## src/rtl/keypad_pkg.sv

```systemverilog
// Shared types, constants and key-code table for the keypad scanner.
package keypad_pkg;

   localparam int         COLS     = 4;
   localparam int         ROWS     = 4;
   localparam logic [3:0] COL_IDLE = 4'b1111;

   typedef enum logic [1:0] {
      IDLE     = 2'd0,
      PRESS_DB = 2'd1,
      PRESSED  = 2'd2,
      REL_DB   = 2'd3
   } kp_state_e;

   // Key index is row*4+col; the table follows the physical keypad legend.
   function automatic logic [3:0] key_code(input logic [3:0] idx);
      logic [3:0] code;
      case (idx)
         4'd0:    code = 4'h1;
         4'd1:    code = 4'h2;
         4'd2:    code = 4'h3;
         4'd3:    code = 4'hA;
         4'd4:    code = 4'h4;
         4'd5:    code = 4'h5;
         4'd6:    code = 4'h6;
         4'd7:    code = 4'hB;
         4'd8:    code = 4'h7;
         4'd9:    code = 4'h8;
         4'd10:   code = 4'h9;
         4'd11:   code = 4'hC;
         4'd12:   code = 4'h0;
         4'd13:   code = 4'hF;
         4'd14:   code = 4'hE;
         default: code = 4'hD;
      endcase
      return code;
   endfunction

   // Column c is strobed by pulling bit (3-c) low.
   function automatic logic [3:0] col_drive(input logic [1:0] c);
      return ~(4'b1000 >> c);
   endfunction

endpackage

```

## src/rtl/keypad_frame_eval.sv

```systemverilog
// Reduces one full scan frame to a single-key hit and its row*4+col index.
// Frame bit c*4+r is set when row r read closed while column c was driven.
module keypad_frame_eval
   import keypad_pkg::*;
(
   input  logic [15:0] frame_i,
   output logic        hit_o,
   output logic [3:0]  index_o
);

   logic [3:0] pos;

   // Exactly one closed contact counts as a key; none or several (ghosting) do not.
   always_comb begin
      hit_o = (frame_i != 16'd0) && ((frame_i & (frame_i - 16'd1)) == 16'd0);
      pos   = 4'd0;
      for (int b = 0; b < 16; b++) begin
         if (frame_i[b]) pos = 4'(b);
      end
      index_o = {pos[1:0], pos[3:2]};
   end

endmodule

```

## src/rtl/keypad_scanner.sv

```systemverilog
// Keypad column strobe, row sampling, frame debounce and key-code handshake.
//
// state    | meaning
// IDLE     | no key accepted, waiting for a single-key frame
// PRESS_DB | candidate key seen, counting identical frames
// PRESSED  | key accepted and held, no repeat codes
// REL_DB   | key-free frames seen, counting toward release
module keypad_scanner
   import keypad_pkg::*;
#(
   parameter int SCAN_TICKS      = 2500,
   parameter int DEBOUNCE_FRAMES = 8
) (
   input  logic       clk,
   input  logic       resetN,
   output logic [3:0] colOut,
   input  logic [3:0] rowIn,
   output logic [3:0] keyCode,
   output logic       keyValid,
   input  logic       keyReady,
   output logic       keyHeld,
   output logic       overrun
);

   localparam int            TW        = $clog2(SCAN_TICKS);
   localparam int            DW        = $clog2(DEBOUNCE_FRAMES + 1);
   localparam logic [TW-1:0] TICK_LAST = TW'(SCAN_TICKS - 1);
   localparam logic [DW-1:0] DEB_LAST  = DW'(DEBOUNCE_FRAMES - 1);

   logic            run_q;
   logic [TW-1:0]   tick_q;
   logic [1:0]      col_q;
   logic [3:0]      col_out_q;
   logic [3:0]      row_s1_q, row_s2_q;
   logic [15:0]     frame_q, frame_full;
   kp_state_e       state_q, state_d;
   logic [DW-1:0]   deb_q, deb_d;
   logic [3:0]      cand_q, cand_d;
   logic [3:0]      code_q, code_d;
   logic            valid_q, valid_d;
   logic            held_q, held_d;
   logic            ovr_q, ovr_d;
   logic            dwell_end, frame_end, hit, accept, hs;
   logic [3:0]      index;

   assign dwell_end = run_q && (tick_q == TICK_LAST);
   assign frame_end = dwell_end && (col_q == 2'd3);

   // Column 3 is still being sampled at frame end, so splice its live value in.
   always_comb begin
      frame_full        = frame_q;
      frame_full[15:12] = ~row_s2_q;
   end

   keypad_frame_eval u_eval (
      .frame_i (frame_full),
      .hit_o   (hit),
      .index_o (index)
   );

   // Debounce FSM, advanced only once per completed frame.
   always_comb begin
      state_d = state_q;
      deb_d   = deb_q;
      cand_d  = cand_q;
      accept  = 1'b0;
      if (frame_end) begin
         case (state_q)
            IDLE: begin
               if (hit) begin
                  cand_d = index;
                  if (DEBOUNCE_FRAMES == 1) begin
                     accept  = 1'b1;
                     state_d = PRESSED;
                     deb_d   = '0;
                  end else begin
                     state_d = PRESS_DB;
                     deb_d   = DW'(1);
                  end
               end
            end
            PRESS_DB: begin
               if (hit && (index == cand_q)) begin
                  if (deb_q == DEB_LAST) begin
                     accept  = 1'b1;
                     state_d = PRESSED;
                     deb_d   = '0;
                  end else begin
                     deb_d = deb_q + DW'(1);
                  end
               end else begin
                  state_d = IDLE;
                  deb_d   = '0;
               end
            end
            PRESSED: begin
               if (!hit) begin
                  if (DEBOUNCE_FRAMES == 1) begin
                     state_d = IDLE;
                     deb_d   = '0;
                  end else begin
                     state_d = REL_DB;
                     deb_d   = DW'(1);
                  end
               end
            end
            default: begin
               if (!hit) begin
                  if (deb_q == DEB_LAST) begin
                     state_d = IDLE;
                     deb_d   = '0;
                  end else begin
                     deb_d = deb_q + DW'(1);
                  end
               end else begin
                  state_d = PRESSED;
                  deb_d   = '0;
               end
            end
         endcase
      end
   end

   // Output register: a new code is taken only if the slot is free or empties this cycle.
   always_comb begin
      hs      = valid_q && keyReady;
      valid_d = valid_q && !hs;
      code_d  = code_q;
      ovr_d   = ovr_q;
      held_d  = (state_d == PRESSED) || (state_d == REL_DB);
      if (accept) begin
         if (!valid_q || hs) begin
            code_d  = key_code(index);
            valid_d = 1'b1;
         end else begin
            ovr_d = 1'b1;
         end
      end
   end

   // Scan timing: the first post-reset cycle only starts the strobe so every dwell is full length.
   always_ff @(posedge clk) begin
      if (!resetN) begin
         run_q     <= 1'b0;
         tick_q    <= '0;
         col_q     <= 2'd0;
         col_out_q <= COL_IDLE;
         frame_q   <= '0;
      end else begin
         run_q     <= 1'b1;
         col_out_q <= col_drive(dwell_end ? col_q + 2'd1 : col_q);
         if (dwell_end) begin
            tick_q                   <= '0;
            col_q                    <= col_q + 2'd1;
            frame_q[{col_q, 2'b00} +: 4] <= ~row_s2_q;
         end else if (run_q) begin
            tick_q <= tick_q + TW'(1);
         end
      end
   end

   // Row synchronizer and control/handshake state.
   always_ff @(posedge clk) begin
      if (!resetN) begin
         row_s1_q <= 4'b1111;
         row_s2_q <= 4'b1111;
         state_q  <= IDLE;
         deb_q    <= '0;
         cand_q   <= '0;
         code_q   <= '0;
         valid_q  <= 1'b0;
         held_q   <= 1'b0;
         ovr_q    <= 1'b0;
      end else begin
         row_s1_q <= rowIn;
         row_s2_q <= row_s1_q;
         state_q  <= state_d;
         deb_q    <= deb_d;
         cand_q   <= cand_d;
         code_q   <= code_d;
         valid_q  <= valid_d;
         held_q   <= held_d;
         ovr_q    <= ovr_d;
      end
   end

   assign colOut   = col_out_q;
   assign keyCode  = code_q;
   assign keyValid = valid_q;
   assign keyHeld  = held_q;
   assign overrun  = ovr_q;

endmodule

```

## config.mk

```make
export PLATFORM = sky130hd
export DESIGN_NAME = keypad_scanner
export DESIGN_NICKNAME = d
export VERILOG_FILES = /design/src/rtl/keypad_pkg.sv /design/src/rtl/keypad_frame_eval.sv /design/src/rtl/keypad_scanner.sv
export SDC_FILE = /design/constraint.sdc
export NUM_CORES = 1
export LEC_CHECK = 0
export ABC_CLOCK_PERIOD_IN_PS = 2520
export BUFFER_PORTS_ARGS = -buffer_cell sky130_fd_sc_hd__buf_2
export CAP_MARGIN = 20
export CORE_MARGIN = 2
export CORE_UTILIZATION = 40
export DETAILED_ROUTE_END_ITERATION = 16
export GPL_TIMING_DRIVEN = 0
export HOLD_SLACK_MARGIN = 0.08
export PLACE_DENSITY_LB_ADDON = 0.3
export REMOVE_ABC_BUFFERS = 1
export SLEW_MARGIN = 20
export SYNTH_ARGS = -nofsm -noshare
export SYNTH_HDL_FRONTEND = slang
export SYNTH_SLANG_ARGS = --single-unit
```

## constraint.sdc

```tcl
create_clock -name clk -period 2.52 [get_ports clk]
set_input_delay 0.378 -clock clk [delete_from_list [all_inputs] [get_ports clk]]
set_output_delay 0.378 -clock clk [all_outputs]
set_load 0.01 [all_outputs]
```

---- After elaboration in Yosys (flattened, before gate mapping) ----
Memories as Yosys holds them, arrays and structs flattened. A register that Yosys moved wholly into a read port is not among the register bits.
Cells that the tools add are included.
storage, ports and cells
  register bits ........................... 56
  memory bits (read-only) ................. 64
  input bits .............................. 7
  output and inout bits ................... 11
  word-level logic and storage cells ...... 94
  memories kept ........................... 1
operators by class
  $add $sub $neg .......................... 5
  equality and inequality tests ........... 10
  shift-type cells ........................ 3
  muxes and demuxes ....................... 38
  bitwise gates (word level) .............. 5
  reductions and logical operators ........ 19
memory list
  name              depth  width  read ports  clocked after Yosys merged registers in  wr ports  line              text
  (name not given)  16     4      1           1                                        0         keypad_pkg.sv:18  case (idx)
operators with widths
  kind                                                   count
  two-way mux 4 bit                                      13
  two-way mux 2 bit                                      10
  bitwise AND 16 bit                                     1
  bitwise mux 16 bit                                     1
  logical NOT 16 bit                                     1
  nonzero test 16 bit                                    1
  variable shift 4 x 6 -> 16 bit (first input constant)  1
  indexed part select 4 x 6 -> 16 bit                    1
  subtractor 16 x 1 -> 16 bit (second input constant)    1
  adder 12 x 1 -> 12 bit (second input constant)         1
  equality test 12 bit (second input constant)           1
  two-way mux 3 bit                                      4
  case mux 4 bit (3 select lines)                        1
  equality test 2 bit (second input constant)            4
  two-way mux 1 bit                                      8
  NOT 4 bit                                              2
  logical AND 1 bit                                      6
  negation 4 -> 6 bit                                    1
  case mux 2 bit (3 select lines)                        1
  AND reduction 3 bit                                    2
  adder 4 x 1 -> 4 bit (second input constant)           1
  equality test 4 x 3 -> 1 bit (second input constant)   1
  equality test 4 bit                                    1
  != test 2 bit (second input constant)                  2
  9 further kinds                                        14

---- Longest topological paths before layout ----
  depth after elaboration ................. 22
  mapped depth ............................ 11

---- By module ----
A second synthesis with hierarchy kept.
second synthesis, totals
  cell total of the unflattened synthesis .. 334
  area total of the unflattened synthesis .. 2787.7 um^2
by module, submodules not included
  module             times used  cells an instance  area an instance (um^2)
  keypad_scanner     1           287                2474.9
  keypad_frame_eval  1           47                 312.8

---- Worst setup path before layout ----
OpenSTA, ideal clock, no wires.
  kind .................................... register to register
  start ................................... register frame_q[7]
  end ..................................... register cand_q[3]
  setup time .............................. 0.070 ns
  data arrival time ....................... 2.578 ns
  data required time ...................... 2.450 ns
  setup slack ............................. -0.127 ns
  cell stages (with the launch flop) ...... 10
  cell sequence ........................... dfxtp_1 -> or4_4 -> or4_1 -> o221a_2 -> nor2_1 -> nand2_1 -> or4_4 -> buf_6 -> or2_0 -> a21oi_1
on the way
  word-level cells in the longest chain between the ends .. 9
  elaborated cells on any way between the ends .. 15
RTL lines
  item                                                                 line                   text
  start, declared                                                      keypad_scanner.sv:35   logic [15:0] frame_q, frame_full;
  start signal, assigned by index                                      keypad_scanner.sv:155  frame_q[{col_q, 2'b00} +: 4] <= ~row_s2_q;
  branches (longest 9 deep; another with subtractor 16 x 1 -> 16 bit)  -
  end signal, assigned                                                 keypad_scanner.sv:179  cand_q <= cand_d;
  end, declared                                                        keypad_scanner.sv:38   logic [3:0] cand_q, cand_d;
Parallel ways; which one is timed is not known.
A chain may end at the register's enable or synchronous reset.

---- Final worst setup path ----
  start ................................... register frame_q[4]
  end ..................................... register code_q[0], in the netlist keyCode[0]
on the way
  word-level cells in the longest chain between the ends .. 18
  elaborated cells on any way between the ends .. 23
RTL lines
  item                                  line                     text
  two-way mux 3 bit (4 in series)       keypad_frame_eval.sv:18  if (frame_i[b]) pos = 4'(b);
  two-way mux 4 bit (8 in series)       keypad_frame_eval.sv:18
  equality test 4 bit                   keypad_scanner.sv:83     if (hit && (index == cand_q)) begin
  logical AND 1 bit                     keypad_scanner.sv:83
  two-way mux 1 bit                     keypad_scanner.sv:83
  two-way mux 1 bit                     keypad_scanner.sv:68     case (state_q)
  two-way mux 1 bit                     keypad_scanner.sv:67     if (frame_end) begin
  AND reduction 2 bit (no source line)  -
  end, declared                         keypad_scanner.sv:39     logic [3:0] code_q, code_d;
Parallel ways exist; a longest one is shown, timed or not.

==> summary.md <==
| Metric | Value |
|---|---|
| Number of global-route vias before repair | `2340` |
| Count of buffers inserted at the top-level ports | `17` |
| Area share of the largest cell type after synthesis | `39.0%` |
| Initial Utilization | `41.9%` |
| Leakage power total | `1.29 nW` |
| Worst Setup Start Kind | `flop` |
| GPL Wtd Cong | `~0.82` |
| Hold Violations, Final | `0` |
| Post-synthesis instance total | `between 300 and 400` |
| Remaining routing DRC violations | `0` |
| CP most frequent cell | `or4_4` |
| Worst setup path category | `flop to flop` |
| Setup_tns | `-0.930 ns` |
| Tmin final | `~2.7 ns` |
| Cell count after placement | `between 400 and 500` |
| Horizontal die dimension | `88.8 um` |
| CTS tree | `built` |
| H-Tree Depth | `2` |
| Unrepaired setup endpoints after global routing | `true` |
| Largest cells by area after synthesis | `dfxtp_1, nor2_1, ha_1` |
| Total wire length after detailed routing | `about 6200 um` |
| Register area | `1140 sq um` |
| Maximum number of pins on one net before global-route repair | `29` |
| Overall die area | `between 7000 and 8000 sq um` |
| Synth Flop Type | `dfxtp_1` |
| Hold Crit Class | `primary input to flop` |
| Headroom to the max-slew limit | `64.9%` |
| #FFs+latches synth | `56` |
| Violations in the final reports | `setup timing` |
| Total inserted antenna cells | `0` |
| Critical-path top delay cell | `or4_4` |
| Highest Clock Rate | `between 0.3 and 0.4 GHz` |
| Register area share after synthesis | `between 30% and 40%` |
| Antenna violation net count after detailed routing | `0` |
| Synth top cells by count | `dfxtp_1, nor2_1, a21oi_1` |
| Net count reported at finish | `roughly 390` |
| Number of max-slew violations in the final report | `0` |
| Number of violations reported at the end of detailed-routing iteration 0 | `about 160` |
| Yosys Warn Count | `0` |
| Grt ovf | `0` |
| I/O pin count | `18` |
| DP HPWL | `just over 4000 um` |
| Maximum number of buffers from clock root to sink | `2` |
| Final setup viols | `11` |
| GRT Util Overall | `16.8%` |
| Largest area contributor in the synthesized netlist | `dfxtp_1` |
| Clk Latency, worst-skew pair | `0.32 ns` |
| Average wire per standard cell | `13.2 um` |
| Layout overhead on the synthesized area | `16.0%` |
| Cell area after synthesis | `2880 sq um` |
| Critical Path AT | `roughly 2.9 ns` |
| Required time at the endpoint of the critical path | `~2.7 ns` |
| Pre-Repair DR Iteration Count | `7` |
| Power density over the cells | `469 nW/um^2` |
| Least-Margin Pin Slew | `0.526 ns` |
| Total Power | `between 1.5 and 2 mW` |
| Global-route wire length before repair | `about 11000 um` |
| Worst Clk Skew | `0.00404 ns` |
| Cell area after layout | `approximately 3300 sq um` |
| Number of enable-type register cells in the synthesized netlist | `0` |
| CP peak stage delay | `approximately 0.53 ns` |
| Leading cell type by number of instances after synthesis | `dfxtp_1` |
| Antenna violations before repair | `0` |
| Number of maximum-capacitance violations | `0` |
| Peak fanout along the critical path | `6` |
| Layout cells sized above 1 | `20.1%` |
| Run status | `complete, but fails checks` |
| Non-filler instance count after layout | `469` |
| Die Y-Extent | `between 80 and 90 um` |
| CP Cell Sequence | `or4_4, or4_4, o221a_4, nor3_4, nand2_2, nor4b_4, buf_6, mux2i_1, nor2_1` |
| Critical path buffer and inverter count | `1` |
| Synthesized area per cell | `a little over 8 sq um` |
| Cell family with the largest share of critical-path delay | `simple AND/OR/NAND/NOR gates` |
| Total placed instance area | `~3000 sq um` |
| Share of the core filled with cells | `48.5%` |
| Nature of the critical path endpoint | `flop` |
| Maximum VDD drop | `0.288 mV` |
| Standard cell core area | `between 6000 and 7000 sq um` |
| Post-Place Setup Slack | `-0.379 ns` |
| Filler Cells Inserted | `670` |
| Fin worst setup slack | `-0.146 ns` |
| Number of library cell types mapped by synthesis | `54` |
| TritonCTS Buffers | `5` |
| Total vias in the final route | `2565` |
| Buffer cell driving the clock tree root | `clkbuf_8` |
| Combined area of the multi-input logic cells | `1740 sq um` |
| Async set-or-reset flop fraction in the synthesized netlist | `0%` |
| Post-route clock period utilization | `106%` |
| Row count | `30` |
| Post-DR vias/cell | `5.47` |
| Smallest hold slack | `about 0.23 ns` |
| Clock net sink count | `between 50 and 60` |
| Clock transition at path regs | `around 0.1 ns` |
## worst reg2reg max path, cell delays in order, from the launching register on
cell,delay [ns]
dfxtp_4,0.37
or4_4,0.53
or4_4,0.52
o221a_4,0.15
nor3_4,0.14
nand2_2,0.12
nor4b_4,0.30
buf_6,0.16
mux2i_1,0.19
nor2_1,0.05
## state kept, by name (all words and copies together), names as in the netlist, 2 cells and up
| signal | cells |
|---|---|
| state_q | 2 |
| row_s2_q | 4 |
| tick_q | 12 |
| cand_q | 4 |
| col_q | 2 |
| frame_q | 12 |
| colOut | 4 |
| row_s1_q | 4 |
| keyCode | 4 |
| deb_q | 4 |
## power breakdown
group | internal (mW) | leakage (nW) | total, mW | switching [mW]
clock | 0.205 | 0.0463 | 0.521 | 0.316
combinational | 0.0590 | 0.789 | 0.138 | 0.0786
sequential | 0.893 | 0.458 | 0.907 | 0.0141
total | 1.16 | 1.29 | 1.57 | 0.409
## cell families after synthesis
| group | count (synthesis) | synth area share [%] |
|---|---|---|
| DFF | 56 | 39.0 |
| and+or+nand+nor | 165 | 29.6 |
| adders and majority gates | 10 | 4.35 |
| xor gates and xnor gates | 12 | 3.66 |
| buffers and inverters | 29 | 4.09 |
| muxes | 7 | 2.87 |
| AOI/OAI and AO/OA | 71 | 16.4 |
## repair_timing
item                       CTS  global route
setup endpoints to repair   17            17
buffers inserted             9             2
gates resized for setup     29            10
hold buffers                 0             0
pin swaps                   12             7
## worst paths after layout
path                                 from                       to  slack (ns)  cells after the start
setup / recovery  frame_q[4]$_SDFFE_PN0P_  keyCode[0]$_SDFFE_PN0P_       -0.15                      9
hold reg to reg    row_s1_q[1]$_SDFF_PN1_   row_s2_q[1]$_SDFF_PN1_        0.42                      1
hold / removal                   rowIn[2]   row_s1_q[2]$_SDFF_PN1_        0.23                      2
setup reg to reg  frame_q[4]$_SDFFE_PN0P_  keyCode[0]$_SDFFE_PN0P_       -0.15                      9
## metal layers
| layer | wire (um) | vias to the layer above | GRT usage, % |
|---|---|---|---|
| li1 | - | 1288 | - |
| met1 | 2860 | 1201 | 22.1 |
| met2 | 2920 | 59 | 26.7 |
| met3 | 252 | 17 | 3.92 |
| met4 | 152 | 0 | 6.75 |
| met5 | 0 | - | 0 |
## cell usage in the layout (no fill, tap or decap), drive strengths merged, types with 6 or more instances in the layout
cell / instances
dfxtp: 56
nor2: 51
buf: 28
a21oi: 23
nand2: 23
nor3: 23
inv: 17
nand2b: 12
nand3: 11
ha: 10
o21ai: 10
nor2b: 7
and3: 7
nand4: 6
a211oi: 6
xor2: 6
xnor2: 6
mux2i: 6
or4: 6
## layout make-up
| cell class | instances | share of cell area (%) |
|---|---|---|
| clock buffers | 5 | 2.06 |
| clock inverters | 3 | 0.826 |
| inverters | 16 | 1.80 |
| multi-input cells | 265 | 52.3 |
| flip-flops and latches | 56 | 34.3 |
| well taps | 96 | 3.60 |
| repair buffers | 28 | 5.14 |
No activity file was read; power rests on OpenSTA's default activity.
